File: src/rtl/priority_req_scheduler.sv
// priority_req_scheduler
//   Control stage around a 6:1 priority mux. Request pulses from NSRC sources are latched
//   into a pending vector. The highest pending source is granted a one-hot mux select.
//   The mux output is then captured into a registered word, which is presented downstream
//   with a valid/ready handshake.
// Ports
//   clk        rising-edge clock
//   rst        asynchronous active-high reset
//   req_in     request pulses, bit k selects mux input d(k+1); bit NSRC-1 has highest priority
//   sel        one-hot grant to the mux select (0 selects the idle input d0)
//   mux_dout   combinational mux output
//   out_data   captured word
//   out_src    source of out_data, 1..NSRC
//   out_valid  out_data/out_src valid
//   out_ready  downstream accept
//   pending    outstanding request bits
//   overflow   sticky: a request hit an already pending source and was lost
module priority_req_scheduler #(
  parameter int unsigned DW   = 8,
  parameter int unsigned NSRC = 5
) (
  input  logic            clk,
  input  logic            rst,
  input  logic [NSRC-1:0] req_in,
  output logic [NSRC-1:0] sel,
  input  logic [DW-1:0]   mux_dout,
  output logic [DW-1:0]   out_data,
  output logic [2:0]      out_src,
  output logic            out_valid,
  input  logic            out_ready,
  output logic [NSRC-1:0] pending,
  output logic            overflow
);

  typedef enum logic [1:0] {StIdle, StSel, StHold} state_e;

  state_e          state_q, state_d;
  logic [NSRC-1:0] sel_q, sel_d;
  logic [NSRC-1:0] pending_q, pending_d;
  logic [DW-1:0]   out_data_q, out_data_d;
  logic [2:0]      out_src_q, out_src_d;
  logic            out_valid_q, out_valid_d;
  logic            overflow_q, overflow_d;

  logic [2:0]      grant_idx;
  logic [NSRC-1:0] grant_oh;
  logic [2:0]      sel_src;
  logic            accept;
  logic [NSRC-1:0] clr;

  // Highest set bit of pending; later iterations override earlier ones.
  always_comb begin
    grant_idx = '0;
    for (int k = 0; k < NSRC; k++) begin
      if (pending_q[k]) grant_idx = 3'(k);
    end
    grant_oh = NSRC'(1) << grant_idx;
  end

  // Source number (1-based) of the locked grant.
  always_comb begin
    sel_src = '0;
    for (int k = 0; k < NSRC; k++) begin
      if (sel_q[k]) sel_src = 3'(k + 1);
    end
  end

  assign accept = (state_q == StHold) && out_ready;
  assign clr    = accept ? sel_q : '0;

  // A request on the accept edge of its own source survives the clear and re-arms it.
  assign pending_d  = (pending_q & ~clr) | req_in;
  assign overflow_d = overflow_q | (|(req_in & pending_q & ~clr));

  always_comb begin
    state_d     = state_q;
    sel_d       = sel_q;
    out_data_d  = out_data_q;
    out_src_d   = out_src_q;
    out_valid_d = out_valid_q;
    unique case (state_q)
      StIdle: begin
        if (pending_q != '0) begin
          sel_d   = grant_oh;
          state_d = StSel;
        end
      end
      StSel: begin
        // The mux has had the full SEL cycle to settle on the new select.
        out_data_d  = mux_dout;
        out_src_d   = sel_src;
        out_valid_d = 1'b1;
        state_d     = StHold;
      end
      StHold: begin
        if (out_ready) begin
          out_valid_d = 1'b0;
          sel_d       = '0;
          state_d     = StIdle;
        end
      end
      default: begin
        state_d     = StIdle;
        sel_d       = '0;
        out_valid_d = 1'b0;
      end
    endcase
  end

  always_ff @(posedge clk or posedge rst) begin
    if (rst) begin
      state_q     <= StIdle;
      sel_q       <= '0;
      pending_q   <= '0;
      out_data_q  <= '0;
      out_src_q   <= '0;
      out_valid_q <= 1'b0;
      overflow_q  <= 1'b0;
    end else begin
      state_q     <= state_d;
      sel_q       <= sel_d;
      pending_q   <= pending_d;
      out_data_q  <= out_data_d;
      out_src_q   <= out_src_d;
      out_valid_q <= out_valid_d;
      overflow_q  <= overflow_d;
    end
  end

  assign sel       = sel_q;
  assign pending   = pending_q;
  assign out_data  = out_data_q;
  assign out_src   = out_src_q;
  assign out_valid = out_valid_q;
  assign overflow  = overflow_q;

endmodule

File: config.mk
export PLATFORM = sky130hd
export DESIGN_NAME = priority_req_scheduler
export DESIGN_NICKNAME = d
export VERILOG_FILES = /design/src/rtl/priority_req_scheduler.sv
export SDC_FILE = /design/constraint.sdc
export NUM_CORES = 1
export LEC_CHECK = 0
export ABC_AREA = 1
export CAP_MARGIN = 40
export CORE_MARGIN = 2
export CORE_UTILIZATION = 40
export CTS_BUF_LIST = sky130_fd_sc_hd__clkbuf_16
export DETAILED_ROUTE_END_ITERATION = 8
export GPL_ROUTABILITY_DRIVEN = 0
export HOLD_SLACK_MARGIN = 0.1
export PLACE_DENSITY_LB_ADDON = 0.05
export SYNTH_ARGS = -nofsm -noshare
export SYNTH_HDL_FRONTEND = slang
export SYNTH_SLANG_ARGS = --single-unit
export TNS_END_PERCENT = 30
File: constraint.sdc
create_clock -name clk -period 1.4 [get_ports clk]
set_input_delay 0.28 -clock clk [delete_from_list [all_inputs] [get_ports clk]]
set_output_delay 0.28 -clock clk [all_outputs]
set_load 0.05 [all_outputs]
Word level (Yosys, flattened, before mapping)
Index checks and enable logic that the tools add are counted.

Latch bits: 0. Memory bits (writable): 0. Word-level logic and storage cells: 45. Bits in registers: 25. Output and inout bits: 23. Bits in read-only memories: 0. Memories: 0.

Bitwise operators: 8. Reduce and logical (&&, ||, !) cells: 7. Shift-type cells: 1. Magnitude comparators: 0. $mul: 0. Div/mod/pow operators: 0. Muxes and demuxes: 18. $add $sub $neg: 0. Eq/ne operators: 4.

Operator list (number): two-way mux 3 bit (7); AND 5 bit (3); two-way mux 5 bit (3); one-hot mux 5 bit (3 select lines) (1); one-hot mux 2 bit (3 select lines) (1); NOT 5 bit (1); bitwise OR 5 bit (1); nonzero test 5 bit (1); OR reduction 5 bit (1); << shifter 1 x 3 -> 5 bit, first input constant (1); two-way mux 2 bit (2); inequality test 2 bit, second input constant (2); AND reduction 2 bit (2); two-way mux 1 bit (3); one-hot mux 1 bit (3 select lines) (1); AND reduction 3 bit (1); == test 2 x 1 -> 1 bit, second input constant (1); == test 2 bit, second input constant (1); zero test 2 bit (1); NOT 1 bit (2); logical AND 1 bit (1); bitwise OR 1 bit (1).

Depth between registers and ports, before layout
Depth after elaboration: 7. Mapped depth: 8. Gate-level depth less buffers: 8.

Worst setup path after synthesis
No wires, ideal clock.

Path type: reg-to-reg. Start point: register pending_q[3] (netlist: pending[3]). End point: register sel_q[1] (netlist: sel[1]). Path buffers: 0. Required time: 1280 ps. Stages on the path, launching flop included: 8. Setup time: 120 ps. Period minus slack after synthesis: 1289 ps. Setup slack: 111 ps. Arrival time: 1169 ps. Cell sequence: dfrtp_1 nor2_1 nand2_2 nor2_4 inv_2 nand2_4 nand2_1 nand2_1.

Cells in the longest elaborated chain, start to end: 5. Elaborated cells on any way between the ends: 8.

Ends and longest elaborated chain: start, declared (line 39) `logic [NSRC-1:0] pending_q, pending_d;`; start signal, assigned (line 122) `pending_q <= pending_d;`; two-way mux 3 bit (2 in series) (line 55) `if (pending_q[k]) grant_idx = 3'(k);`; << shifter 1 x 3 -> 5 bit (line 57) `grant_oh = NSRC'(1) << grant_idx;`; two-way mux 5 bit (line 83) `if (pending_q != '0) begin`; one-hot mux 5 bit (3 select lines) (line 81) `unique case (state_q)`; end signal, assigned (line 121) `sel_q <= sel_d;`; end, declared (line 38) `logic [NSRC-1:0] sel_q, sel_d;`.

Parallel ways exist; a longest one is shown, timed or not. The select of a mux whose other input is x is not followed. A chain may end at the register's enable or synchronous reset.

Worst setup path after layout
Start point: register state_q[1]. End point: register sel_q[1] (netlist: sel[1]).

Cells in the longest elaborated chain, start to end: 3. Elaborated cells on any way between the ends: 8.

Ends and longest elaborated chain: start, declared (line 37) `state_e state_q, state_d;`; start signal, assigned (line 112) `state_q <= StIdle;`; start signal, assigned (line 120) `state_q <= state_d;`; == test 2 bit (tied with other cells) (line 81); inequality test 2 bit (no line) / NOT 1 bit (equally long branches); AND reduction 3 bit (no line).

Parallel ways exist; a longest one is shown, timed or not.

==> metrics.md <==
| Metric | Value |
|---|---|
| First-pass GRT wire length | `4360 um` |
| Max_cap viols | `0` |
| Clock transition at path regs | `0.06 ns` |
| Compound-Gate Fraction of Synth Area | `5.93%` |
| Worst skew pair latency | `0.25 ns` |
| Synth Area in XOR/XNOR | `0%` |
| #FFs+latches synth | `25` |
| Top-count cell post-synth | `nand2_1` |
| Simple-Gate Fraction of Synth Area | `31.8%` |
| # hold bufs at CTS | `0` |
| M3 GR Usage | `2.95%` |
| Outcome | `complete, no violations` |
| Hold Crit Class | `input port to async pin` |
| TritonCTS Sinks | `25` |
| WL final | `2530 um` |
| Flop-to-flop setup slack | `0.13 ns` |
| Clk_skew | `0.00166 ns` |
| CP Capture Type | `flop` |
| Worst path arrival time | `1.46 ns` |
| Grt ovf | `0` |
| CP max stage cell | `dfrtp_1` |
| Yosys top cell area share | `54.9%` |
| CP Launch Point | `state_q[1]` |
| Tmin final | `1.27 ns` |
| Leakage power | `0.924 nW` |
| Setup repair bufs after CTS | `0` |
| Largest family of logic cells by synthesized area | `simple AND/OR/NAND/NOR gates` |
| Fin cells | `207` |
| Top cells by count, synth | `nand2_1, dfrtp_1, inv_1, nor2_1, nand4_1` |
| Most used DFF post-synth | `dfrtp_1` |
| Clk buf depth | `2` |
| WP data required | `1.59 ns` |
| Drt first-iter violations | `11` |
| Largest stage delay, worst path | `0.51 ns` |
| Post-synth ARST share | `100%` |
| Die area | `3290 um^2` |
| Vias/cell | `4.77` |
| Reg2Reg Depth | `7` |
| Num CTS Buffers | `3` |
| Nets | `193` |
| Die height | `57.4 um` |
| Yosys warns | `0` |
| Sequential share of the synthesized area | `54.9%` |
| Placed insts | `203` |
| CP Class | `flop to flop` |
| RR Startpoint | `state_q[1]` |
| H-tree level count | `1` |
| Synth Area in Adders | `0%` |
| Final setup fails | `0` |
| WL/cell | `12.2 um` |
| Final Max Tran Viols | `0` |
| # DRC | `0` |
| Via Count | `987` |
| Mapped Area | `1140 um^2` |
| Period utilization | `90.6%` |
| Vias in the first global route | `1005` |
| Post-synth EDFFs | `0` |
| Row Count | `19` |
| Crit path launch type | `flop` |
| ANT cells | `0` |
| I/O pin total | `39` |
| Largest net degree at the start of global routing | `26` |
| Top Usage Layer GRT | `met2` |
| RSZ-0062 raised after global routing | `no` |
| Net Count, Synth | `150` |
| Unique masters post-synth | `22` |
| CP Max Fanout | `9` |
| Detailed Place HPWL | `1920 um` |
| Mux cell area share after synthesis | `0%` |
| Synth area leader | `dfrtp_1` |
| Die Width | `57.4 um` |
| Critical-path cell list | `nor2_4 -> nand2_2 -> nor2_4 -> inv_2 -> nand2_4 -> nand2_1 -> nand2_1` |
| TritonRoute pass-1 iters | `4` |
| Relative slew slack | `75.3%` |
| M1 GR Usage | `22.2%` |
| Routing usage on met2 | `27.4%` |
| Area contributors post-synth | `dfrtp_1, nand2_1, inv_1` |
| Fillers | `219` |
| Cells after Synth | `134` |
| Total GRT Usage | `16.9%` |
| Worst-Margin Slew | `0.370 ns` |
| Share of cells above drive strength 1 | `22.7%` |
| ANT nets after route | `0` |
| Hold Violations, Final | `0` |
| Root buffer cell | `clkbuf_16` |
| Syn-to-layout area delta | `63.8%` |
| Reg2reg end | `sel[1]` |
| VDD IR max | `1.71 mV` |
| Port Buffers | `38` |
| Core area | `2730 um^2` |
| Post-CTS Resized | `0` |
| Initial antenna violation count | `0` |
| CTS tree | `built` |
| Initial core utilization | `41.6%` |
| FMAX | `0.788 GHz` |
| Syn_area_per_cell | `8.50 um^2` |
| Power Density | `2100 nW/um^2` |
| WHS | `0.380 ns` |
where the power goes:
part | switching, mW | internal, mW
sequential | 0.278 | 0.938
clock | 0.231 | 0.381
combinational | 1.14 | 0.950
worst max-delay path by stage:
stage / slack, ns / to / cells past startpoint
after floorplan: 0.11 / sel[1] / 7
after global placement: -0.05 / sel[0] / 7
after detailed placement: -0.06 / sel[2] / 7
after CTS: 0.13 / sel[1] / 7
after global routing: 0.03 / sel[1] / 7
final: 0.13 / sel[1] / 7
layout by cell type, fill, tap and decap left out, types with 2 or more instances in the layout:
cell and n:
nand2_1 54, dfrtp_1 25, buf_12 23, clkdlybuf4s50_1 15, inv_1 13, nor2_1 8
nand4_1 6, inv_2 4, a21o_1 4, nor2_4 3, nand3_1 3, clkbuf_16 3
buf_4 3, o21bai_1 2, nand2_2 2
logic make-up after synthesis:
kind of cell	count (synthesis)
AOI/OAI and AO/OA	10
buffers and inverters	19
DFF	25
and+or+nand+nor	80
metal layers:
metal	routed length [um]	up-vias
li1	-	498
met1	1110	456
met2	1250	29
met3	145	4
met4	26	0
met5	0	-
per-stage QoR:
step                      util (%)  total power [mW]  setup WS, ns  TNS (ns)  instance area [um^2]
after CTS                     68.2              3.95         0.129         0                  1870
after detailed placement      65.4              3.34       -0.0608    -0.303                  1790
after global placement        65.4              3.29       -0.0471    -0.234                  1790
final                         68.2              3.92         0.131         0                  1870
after global routing          68.2              4.12        0.0287         0                  1870
after floorplan                  -              2.31         0.111         0                  1140
worst max-delay path, delay by kind of cell, from the launching register on:
| family | cells | cell delay [ns] |
|---|---|---|
| buf+inv | 1 | 0.06 |
| simple gates | 6 | 0.65 |
| flops | 1 | 0.51 |
state kept, by name (all words and copies together) (netlist names):
name       flops
out_data       8
pending        5
sel            5
out_src        3
state_q        2
out_valid      1
overflow       1
layout make-up:
type                       instances  area [um^2]  area share, %
clock inverter                     1         3.75          0.201
sequential                        25          626           33.5
inverter                          16         60.1           3.22
clock buffer                       3         75.1           4.02
tap                               31         38.8           2.08
multi-input combinational         90          429           23.0
timing repair buffer              41          633           33.9
No activity file was read; power rests on OpenSTA's default activity.
